### src/rtl/temporal_encoder.sv
// temporal_encoder: binary-to-race-logic transmitter.
// Latches N binary spike times via valid/ready and drives N active-low temporal
// lines over one gamma window of 2**W cycles, followed by one all-high BLANK cycle.
// Optional feature macro: TENC_FIRED_COUNT_EN (adds fired_cnt output).
module temporal_encoder #(
    parameter int N = 4,
    parameter int W = 3
) (
    input  logic                      clk,
    input  logic                      rst_n,
    input  logic                      in_valid,
    output logic                      in_ready,
    input  logic [N*W-1:0]            in_data,
    output logic [N-1:0]              spike_n,
    output logic                      gamma_start,
`ifdef TENC_FIRED_COUNT_EN
    output logic [$clog2(N+1)-1:0]    fired_cnt,
`endif
    output logic                      busy
);

    localparam logic [W-1:0] INF    = '1;  // never-falls code
    localparam logic [W-1:0] T_LAST = '1;  // last window cycle, GAMMA-1
    localparam int           CW     = $clog2(N+1);

    typedef enum logic [1:0] {IDLE, RUN, BLANK} state_t;

    state_t           state_q, state_d;
    logic [W-1:0]     t_q, t_d;
    logic [N*W-1:0]   vals_q, vals_d;
    logic [N-1:0]     spike_n_q, spike_n_d;
    logic             gamma_start_q, gamma_start_d;
    logic             accept;

    // Line pattern for window cycle t: a line is low once t has reached its finite value.
    function automatic logic [N-1:0] lines(input logic [N*W-1:0] vals, input logic [W-1:0] t);
        logic [N-1:0] l;
        logic [W-1:0] v;
        l = '1;
        for (int i = 0; i < N; i++) begin
            v = vals[i*W +: W];
            if (v != INF && t >= v) l[i] = 1'b0;
        end
        return l;
    endfunction

    assign in_ready    = (state_q == IDLE) || (state_q == BLANK);
    assign busy        = (state_q != IDLE);
    assign accept      = in_valid & in_ready;
    assign spike_n     = spike_n_q;
    assign gamma_start = gamma_start_q;

    // Next-state, counter and registered-line computation; lines default high.
    always_comb begin
        state_d       = state_q;
        t_d           = t_q;
        vals_d        = vals_q;
        spike_n_d     = '1;
        gamma_start_d = 1'b0;
        case (state_q)
            IDLE:  state_d = IDLE;
            RUN: begin
                // Leaving for BLANK wins over the increment so t never wraps in RUN.
                if (t_q == T_LAST) begin
                    state_d = BLANK;
                end else begin
                    t_d       = t_q + 1'b1;
                    spike_n_d = lines(vals_q, t_q + 1'b1);
                end
            end
            BLANK: state_d = IDLE;
            default: state_d = IDLE;
        endcase
        // A new window starts at t=0 using the incoming data directly, so v=0 is low at once.
        if (accept) begin
            state_d       = RUN;
            t_d           = '0;
            vals_d        = in_data;
            gamma_start_d = 1'b1;
            spike_n_d     = lines(in_data, '0);
        end
    end

    // State registers; async reset returns every line high immediately.
    always_ff @(posedge clk or negedge rst_n) begin
        if (!rst_n) begin
            state_q       <= IDLE;
            t_q           <= '0;
            vals_q        <= '1;
            spike_n_q     <= '1;
            gamma_start_q <= 1'b0;
        end else begin
            state_q       <= state_d;
            t_q           <= t_d;
            vals_q        <= vals_d;
            spike_n_q     <= spike_n_d;
            gamma_start_q <= gamma_start_d;
        end
    end

`ifdef TENC_FIRED_COUNT_EN
    logic [CW-1:0] fired_cnt_q, fired_cnt_d;

    function automatic logic [CW-1:0] count_finite(input logic [N*W-1:0] vals);
        logic [CW-1:0] c;
        c = '0;
        for (int i = 0; i < N; i++) begin
            if (vals[i*W +: W] != INF) c = c + 1'b1;
        end
        return c;
    endfunction

    // Count of finite channels, captured on the edge that enters BLANK.
    always_comb begin
        fired_cnt_d = fired_cnt_q;
        if (state_q == RUN && t_q == T_LAST) fired_cnt_d = count_finite(vals_q);
    end

    // Fired-count register.
    always_ff @(posedge clk or negedge rst_n) begin
        if (!rst_n) fired_cnt_q <= '0;
        else        fired_cnt_q <= fired_cnt_d;
    end

    assign fired_cnt = fired_cnt_q;
`endif

endmodule
### config.mk
export PLATFORM = sky130hd
export DESIGN_NAME = temporal_encoder
export DESIGN_NICKNAME = d
export VERILOG_FILES = /design/src/rtl/temporal_encoder.sv
export SDC_FILE = /design/constraint.sdc
export NUM_CORES = 1
export LEC_CHECK = 0
export CAP_MARGIN = 20
export CELL_PAD_IN_SITES_DETAIL_PLACEMENT = 0
export CELL_PAD_IN_SITES_GLOBAL_PLACEMENT = 1
export CORE_MARGIN = 2
export CORE_UTILIZATION = 43
export CTS_BUF_LIST = sky130_fd_sc_hd__clkbuf_2
export CTS_CLUSTER_SIZE = 30
export DETAILED_ROUTE_END_ITERATION = 10
export PLACE_DENSITY_LB_ADDON = 0.2
export SYNTH_ARGS = -nofsm -noshare
export SYNTH_HDL_FRONTEND = slang
export SYNTH_SLANG_ARGS = --single-unit
### constraint.sdc
create_clock -name clk -period 5.6 [get_ports clk]
set_clock_uncertainty 0.2 [all_clocks]
set_input_delay 1.12 -clock clk [delete_from_list [all_inputs] [get_ports clk]]
set_output_delay 1.12 -clock clk [all_outputs]
set_load 0.05 [all_outputs]
Word level (Yosys, flattened, before mapping)
Cells that the tools add are included.

Eq/ne operators: 13. Reduce and logical (&&, ||, !) cells: 13. Multiply operators: 0. Add/subtract/negate cells: 1. Muxes and demuxes: 18. Shift-type cells: 0. Div/mod/pow operators: 0. Bitwise operators: 1. Order comparisons: 8.

Operator list (number): $ne A3 B3 Y1 const B (9); $ge A1 B3 Y1 const A (4); $ge A3 B3 Y1 (4); $mux W4 (3); $mux W1 (9); $mux W3 (3); $logic_and A1 B1 Y1 (8); $mux W2 (3); $reduce_bool A2 Y1 (2); $add A3 B1 Y3 const B (1); $eq A3 B3 Y1 const B (1); $eq A2 B1 Y1 const B (1); $eq A2 B2 Y1 const B (1); $logic_not A2 Y1 (1); $ne A2 B2 Y1 const B (1); $reduce_and A2 Y1 (1); $and A1 B1 Y1 (1); $logic_or A1 B1 Y1 (1).

Output and inout port bits: 7. Flip-flop bits (word level): 22. Memories: 0. ROM bits: 0. Logic and storage cells: 59. Latch bits: 0. Memory bits (writable): 0. Input port bits: 15.

Longest topological paths before layout
Gate-level depths: netlist of run 1.

Depth in word-level cells: 7. Gate-level depth with buffers: 6. Mapped depth without buffers: 6.

Worst setup path after synthesis of run 1
OpenSTA, ideal clock, no wires.

Kind: register to output. Start: reg state_q[1]. End: out busy. Buffers on the path: 0. Arrival: 0.777 ns. Cell stages (with the launch flop): 2. Path slack: 3.503 ns. Data required time: 4.280 ns. Path through: dfrtp_1 > or2_2.

Word-level cells in the longest chain between the ends: 1.

Ends and longest elaborated chain: start, declared (line 28) `state_t state_q, state_d;`; start signal, assigned (line 93) `state_q <= state_d;`; $reduce_bool A2 Y1 (line 48) `assign busy = (state_q != IDLE);`; end, declared (line 19) `output logic busy`.

Every way passes these cells.

Worst setup path in the final report of run 1
Ends and elaborated chain as after synthesis.

==> run_summary.xml, run 1 <==
<?xml version="1.0" encoding="UTF-8"?>
<metrics>
  <group name="pwr">
    <metric name="power_density_cells" unit="nW/um^2">617</metric>
    <metric name="power_leakage" unit="nW">0.632</metric>
    <metric name="maximum_vdd_drop" unit="uV">335</metric>
  </group>
  <group name="synthesis">
    <metric name="synthesis.yosys.warnings" unit="">0</metric>
    <metric name="synthesis.nets" unit="">148</metric>
    <metric name="syn_avg_cell_area" unit="um^2">9.62</metric>
    <metric name="ys_ff_latch" unit="">22</metric>
    <metric name="post_synth_num_cell_types" unit="">17</metric>
    <metric name="synth.cell_area" unit="um^2">1140</metric>
    <metric name="synth_sequential_area_ratio" unit="%">49.8</metric>
    <metric name="post_synth_inst_count" unit="">119</metric>
  </group>
  <group name="critical_path">
    <metric name="startpoint_type" unit="">register</metric>
    <metric name="timing.critical_path.arrival" unit="ns">1.76</metric>
    <metric name="critical_path_required" unit="ns">4.28</metric>
    <metric name="setup.worst_path.class" unit="">register to output port</metric>
    <metric name="worstSetupEndpointType" unit="">output port</metric>
    <metric name="worstPathMaxFanout" unit="">3</metric>
  </group>
  <group name="sta">
    <metric name="max_clock_freq" unit="GHz">0.324</metric>
    <metric name="final.period_utilization" unit="%">55.0</metric>
    <metric name="timing.final.max_slew_violations" unit="">0</metric>
    <metric name="post-route-min-period" unit="ns">3.08</metric>
    <metric name="final_hold_viol_count" unit="">0</metric>
    <metric name="worstMarginPinSlew" unit="ns">0.545</metric>
    <metric name="max_slew_margin" unit="%">63.6</metric>
    <metric name="grt_setup_unrepaired" unit="">no</metric>
    <metric name="fin_setup_tns" unit="ns">0</metric>
    <metric name="worst_slack" unit="ns">2.52</metric>
    <metric name="finalSetupViolCount" unit="">0</metric>
  </group>
  <group name="grt">
    <metric name="antenna_violations_before_repair" unit="">0</metric>
    <metric name="grt_start_max_net_pins" unit="">23</metric>
    <metric name="first_global_vias" unit="">896</metric>
    <metric name="total_grt_usage" unit="%">16.8</metric>
    <metric name="overflow" unit="">0</metric>
    <metric name="first_pass_grt_wire_length" unit="um">4070</metric>
  </group>
  <group name="die">
    <metric name="die_h" unit="um">55.6</metric>
    <metric name="core_region_area" unit="um^2">2500</metric>
    <metric name="io_pins" unit="">22</metric>
    <metric name="std_cell_rows" unit="">18</metric>
    <metric name="floorplan.initialDensity" unit="%">45.8</metric>
    <metric name="fp.dieW" unit="um">55.6</metric>
    <metric name="design.die.area" unit="um^2">3090</metric>
  </group>
  <group name="routing">
    <metric name="final_antenna_net_count" unit="">0</metric>
    <metric name="first_pass_drt_iterations" unit="">2</metric>
    <metric name="postRouteWirelength" unit="um">2230</metric>
    <metric name="route.vias.total" unit="">867</metric>
    <metric name="drt-wirelength-per-cell" unit="um">13.1</metric>
    <metric name="drt_drc_violations_left" unit="">0</metric>
    <metric name="drt_first_iter_violations" unit="">10</metric>
    <metric name="average_via_count_per_standard_cell" unit="">5.07</metric>
  </group>
  <group name="placement">
    <metric name="placement.setup.worst_slack" unit="ns">2.71</metric>
    <metric name="place_hpwl" unit="um">1610</metric>
    <metric name="gp_routability_congestion" unit="">0.745</metric>
    <metric name="port-buffer-count" unit="">21</metric>
  </group>
  <group name="layout">
    <metric name="num-nets-final" unit="">171</metric>
    <metric name="most-common-layout-cells" unit="">nand2_1, clkdlybuf4s50_1, dfstp_2</metric>
    <metric name="leading_cell_type_in_the_layout_fill_and_taps_excluded" unit="">nand2_1</metric>
    <metric name="antenna_cells" unit="">0</metric>
    <metric name="area_delta_synth_final" unit="%">22.3</metric>
    <metric name="drive_above_1_share" unit="%">14.9</metric>
  </group>
  <group name="clocking">
    <metric name="numCtsBuffers" unit="">3</metric>
    <metric name="cts_post_setup_buffers_inserted" unit="">0</metric>
    <metric name="cts_tree" unit="">built</metric>
    <metric name="clk_pin_slew" unit="ns">0.21</metric>
    <metric name="ctsRootBufferMaster" unit="">clkbuf_2</metric>
    <metric name="cts.repair.resized" unit="">0</metric>
    <metric name="clock_latency" unit="ns">0.33</metric>
    <metric name="cts_buffer_depth" unit="">2</metric>
    <metric name="clock-sinks" unit="">22</metric>
    <metric name="cts_htree_levels" unit="">1</metric>
    <metric name="cts_hold_buffers" unit="">0</metric>
  </group>
  <group name="min_path">
    <metric name="class_of_the_tightest_hold_or_removal_check" unit="">register to register</metric>
  </group>
  <group name="run_status">
    <metric name="status" unit="">completed</metric>
  </group>
  <group name="run">
    <metric name="max_cap_viol_count" unit="">0</metric>
  </group>
</metrics>
area by class of cell:
type / count / area (um^2)
repair buffers: 22 / 225
inverters: 12 / 45.0
fillers: 259 / 1100
multi-input cells: 81 / 503
clock inverters: 1 / 3.75
clock buffers: 3 / 15.0
flip-flops and latches: 22 / 571
well taps: 30 / 37.5
flip-flops by register name (all words and copies together) (netlist names):
signal / flops
gamma_start: 1
state_q: 2
t_q: 3
spike_n: 4
vals_q: 12
power breakdown:
group	switching (mW)	internal (mW)	total [mW]
logic	0.287	0.193	0.480
registers	0.0450	0.273	0.318
clock network	0.0496	0.0155	0.0651
synth_stat cells:
master | count | share of area (%)
nor3b_1 | 1 | 0.66
nor4_1 | 4 | 2.2
buf_6 | 1 | 0.98
or3b_1 | 1 | 0.77
or2_2 | 1 | 0.55
nand2b_1 | 1 | 0.55
nand3_1 | 3 | 1.3
a21oi_1 | 8 | 3.5
ha_1 | 14 | 15
dfstp_2 | 16 | 37
o21ai_0 | 15 | 6.6
dfrtp_1 | 6 | 13
buf_2 | 3 | 1.3
nand2_1 | 25 | 8.2
nor2b_1 | 4 | 2.2
inv_1 | 12 | 3.9
a31oi_1 | 4 | 2.2
per-stage QoR:
| stage | utilization, % | std cells | cell area [um^2] | power [mW] | hold WS [ns] |
|---|---|---|---|---|---|
| 2_1_floorplan | - | 119 | 1140 | 0.683 | 0.217 |
| 3_3_place_gp | 54.7 | 166 | 1370 | 0.786 | 0.229 |
| 3_5_place_dp | 54.7 | 166 | 1370 | 0.810 | 0.258 |
| 4_1_cts | 55.4 | 170 | 1390 | 0.875 | 0.281 |
| 5_1_grt | 56.0 | 171 | 1400 | 0.971 | 0.300 |
| 6_report | 56.0 | 171 | 1400 | 0.863 | 0.274 |
worst paths after layout:
check,start,end,slack [ns],cells past startpoint
max reg2reg,t_q[0],spike_n[1],3.51,6
min in group asynchronous,rst_n,t_q[0],0.90,1
max,state_q[1],busy,2.52,2
min reg2reg,state_q[1],state_q[1],0.27,1
min,state_q[1],state_q[1],0.27,1
max in group asynchronous,rst_n,spike_n[0],3.74,2
critical path: stages, from the launching register on:
cell	delay, ns
dfrtp_1	0.44
or2_2	0.30
clkdlybuf4s50_1	0.70
metal layers:
layer / routed length [um] / track usage (%) / up-vias
li1: - / - / 445
met1: 1090 / 21.3 / 394
met2: 998 / 27.6 / 22
met3: 89 / 3.02 / 6
met4: 57 / 8.36 / 0
met5: 0 / 0 / -
logic make-up (layout without fill, tap and decap cells):
logic type | count (synthesis) | after routing | synth area share [%]
buffers and inverters | 16 | 38 | 6.23
flip-flops | 22 | 22 | 49.8
adder cells (fa/ha/maj) | 14 | 14 | 15.3
AO/OA/AOI/OAI | 27 | 27 | 12.2
AND/OR/NAND/NOR | 40 | 40 | 16.4
(Power assumes the default switching activity.)
==> run 2, diff against run 1 <==
Settings changed: CORE_UTILIZATION 43 to 40.
Clock period 5.6 ns to 2.96 ns, I/O delays scaled along.
==> run_summary.xml, run 2 (synthesis gave the netlist of run 1 again) <==
<?xml version="1.0" encoding="UTF-8"?>
<metrics>
  <group name="clocking">
    <metric name="cts_post_setup_buffers_inserted" unit="">0</metric>
    <metric name="numCtsBuffers" unit="">3</metric>
    <metric name="cts.repair.resized" unit="">0</metric>
    <metric name="clock_latency" unit="ns">0.32</metric>
    <metric name="clock-sinks" unit="">22</metric>
    <metric name="cts_buffer_depth" unit="">2</metric>
    <metric name="cts_hold_buffers" unit="">0</metric>
    <metric name="clk_pin_slew" unit="ns">0.21</metric>
    <metric name="cts_tree" unit="">built</metric>
    <metric name="ctsRootBufferMaster" unit="">clkbuf_2</metric>
    <metric name="cts_htree_levels" unit="">1</metric>
  </group>
  <group name="critical_path">
    <metric name="startpoint_type" unit="">register</metric>
    <metric name="cp-startpoint" unit="">state_q[1]</metric>
    <metric name="critical_path_required" unit="ns">2.17</metric>
    <metric name="crit_chain" unit="">or2_2 -&gt; clkdlybuf4s50_1</metric>
    <metric name="r2r_setup_slk" unit="ns">0.90</metric>
    <metric name="worstSetupEndpointType" unit="">output port</metric>
    <metric name="worstPathMaxFanout" unit="">3</metric>
    <metric name="timing.critical_path.arrival" unit="ns">1.75</metric>
    <metric name="cp_slowest_stage_delay" unit="ns">0.70</metric>
    <metric name="worst_r2r_path_depth" unit="">6</metric>
    <metric name="r2r-end" unit="">spike_n[0]</metric>
    <metric name="r2r-start" unit="">t_q[0]</metric>
    <metric name="critical-path-slowest-cell" unit="">clkdlybuf4s50_1</metric>
    <metric name="setup.worst_path.class" unit="">register to output port</metric>
  </group>
  <group name="routing">
    <metric name="drt_drc_violations_left" unit="">0</metric>
    <metric name="final_antenna_net_count" unit="">0</metric>
    <metric name="drt-wirelength-per-cell" unit="um">13.3</metric>
    <metric name="drt_first_iter_violations" unit="">35</metric>
    <metric name="first_pass_drt_iterations" unit="">4</metric>
    <metric name="route.vias.total" unit="">901</metric>
    <metric name="average_via_count_per_standard_cell" unit="">5.18</metric>
    <metric name="postRouteWirelength" unit="um">2320</metric>
  </group>
  <group name="grt">
    <metric name="first_pass_grt_wire_length" unit="um">4110</metric>
    <metric name="antenna_violations_before_repair" unit="">0</metric>
    <metric name="overflow" unit="">0</metric>
    <metric name="total_grt_usage" unit="%">16.3</metric>
    <metric name="first_global_vias" unit="">922</metric>
    <metric name="grt_start_max_net_pins" unit="">22</metric>
  </group>
  <group name="layout">
    <metric name="drive_above_1_share" unit="%">16.1</metric>
    <metric name="most-common-layout-cells" unit="">nand2_1, clkdlybuf4s50_1, dfstp_2</metric>
    <metric name="stdcell_count" unit="">174</metric>
    <metric name="leading_cell_type_in_the_layout_fill_and_taps_excluded" unit="">nand2_1</metric>
    <metric name="num-nets-final" unit="">173</metric>
    <metric name="top_register" unit="">vals_q</metric>
    <metric name="number_of_flip_flops_under_the_largest_register_name" unit="">12</metric>
    <metric name="antenna_cells" unit="">0</metric>
    <metric name="area_delta_synth_final" unit="%">23.1</metric>
  </group>
  <group name="sta">
    <metric name="final_hold_viol_count" unit="">0</metric>
    <metric name="worstMarginPinSlew" unit="ns">0.775</metric>
    <metric name="hold_ws" unit="ns">0.268</metric>
    <metric name="max_clock_freq" unit="GHz">0.393</metric>
    <metric name="grt_setup_unrepaired" unit="">no</metric>
    <metric name="fin_setup_tns" unit="ns">0</metric>
    <metric name="post-route-min-period" unit="ns">2.54</metric>
    <metric name="worst_slack" unit="ns">0.416</metric>
    <metric name="timing.final.max_slew_violations" unit="">0</metric>
    <metric name="finalSetupViolCount" unit="">0</metric>
    <metric name="final.period_utilization" unit="%">86.0</metric>
    <metric name="max_slew_margin" unit="%">48.2</metric>
  </group>
  <group name="die">
    <metric name="fp.dieW" unit="um">57.5</metric>
    <metric name="die_h" unit="um">57.5</metric>
    <metric name="design.die.area" unit="um^2">3310</metric>
    <metric name="io_pins" unit="">22</metric>
    <metric name="floorplan.initialDensity" unit="%">41.9</metric>
    <metric name="core_region_area" unit="um^2">2730</metric>
    <metric name="std_cell_rows" unit="">19</metric>
  </group>
  <group name="pwr">
    <metric name="totalPowerFinal" unit="mW">1.64</metric>
    <metric name="power_leakage" unit="nW">0.639</metric>
    <metric name="power_density_cells" unit="nW/um^2">1170</metric>
    <metric name="maximum_vdd_drop" unit="uV">706</metric>
  </group>
  <group name="min_path">
    <metric name="min_path_cells" unit="">1</metric>
    <metric name="class_of_the_tightest_hold_or_removal_check" unit="">register to register</metric>
    <metric name="worst_hold_startpoint" unit="">state_q[1]</metric>
    <metric name="endpoint_with_the_worst_hold_slack" unit="">state_q[1]</metric>
  </group>
  <group name="placement">
    <metric name="placedCellCount" unit="">170</metric>
    <metric name="placement.setup.worst_slack" unit="ns">0.807</metric>
    <metric name="place_hpwl" unit="um">1700</metric>
    <metric name="gp_routability_congestion" unit="">0.758</metric>
    <metric name="port-buffer-count" unit="">21</metric>
  </group>
  <group name="run">
    <metric name="max_cap_viol_count" unit="">0</metric>
  </group>
  <group name="run_status">
    <metric name="status" unit="">completed</metric>
  </group>
</metrics>
[run 2: worst max-delay path by stage]
stage	slack (ns)	to	depth (start not counted)
2_1_floorplan	1.11	spike_n[0]	6
3_3_place_gp	0.83	busy	2
3_5_place_dp	0.81	busy	2
4_1_cts	0.39	busy	2
5_1_grt	0.32	busy	2
6_report	0.42	busy	2
[run 2: report_power, final]
group          internal [mW]  switching, mW
clock network         0.0294         0.0914
logic                  0.370          0.550
registers              0.516         0.0854
[run 2: layout make-up]
class                   instances  area, um^2
fillers                       271        1330
flip-flops and latches         22         571
multi-input cells              81         503
repair buffers                 24         233
inverters                      12        45.0
well taps                      31        38.8
clock buffers                   3        15.0
clock inverters                 1        3.75
[run 2: critical path: cells and delay by family (launching register included)]
family / cells / cell delay (ns)
DFF: 1 / 0.44
buffers and inverters: 1 / 0.70
and+or+nand+nor: 1 / 0.29
[run 2: routing by layer]
| layer | part of all wire, % | track usage (%) |
|---|---|---|
| met1 | 49 | 21.4 |
| met2 | 45 | 27.1 |
| met3 | 5.5 | 2.49 |
| met4 | 0.43 | 5.98 |
| met5 | 0 | 0 |
[run 2: through the flow]
step           cell area (um^2)  util [%]
3_3_place_gp               1390      50.8
4_1_cts                    1410      51.5
6_report                   1410      51.5
2_1_floorplan              1140         -
5_1_grt                    1410      51.5
3_5_place_dp               1390      50.8
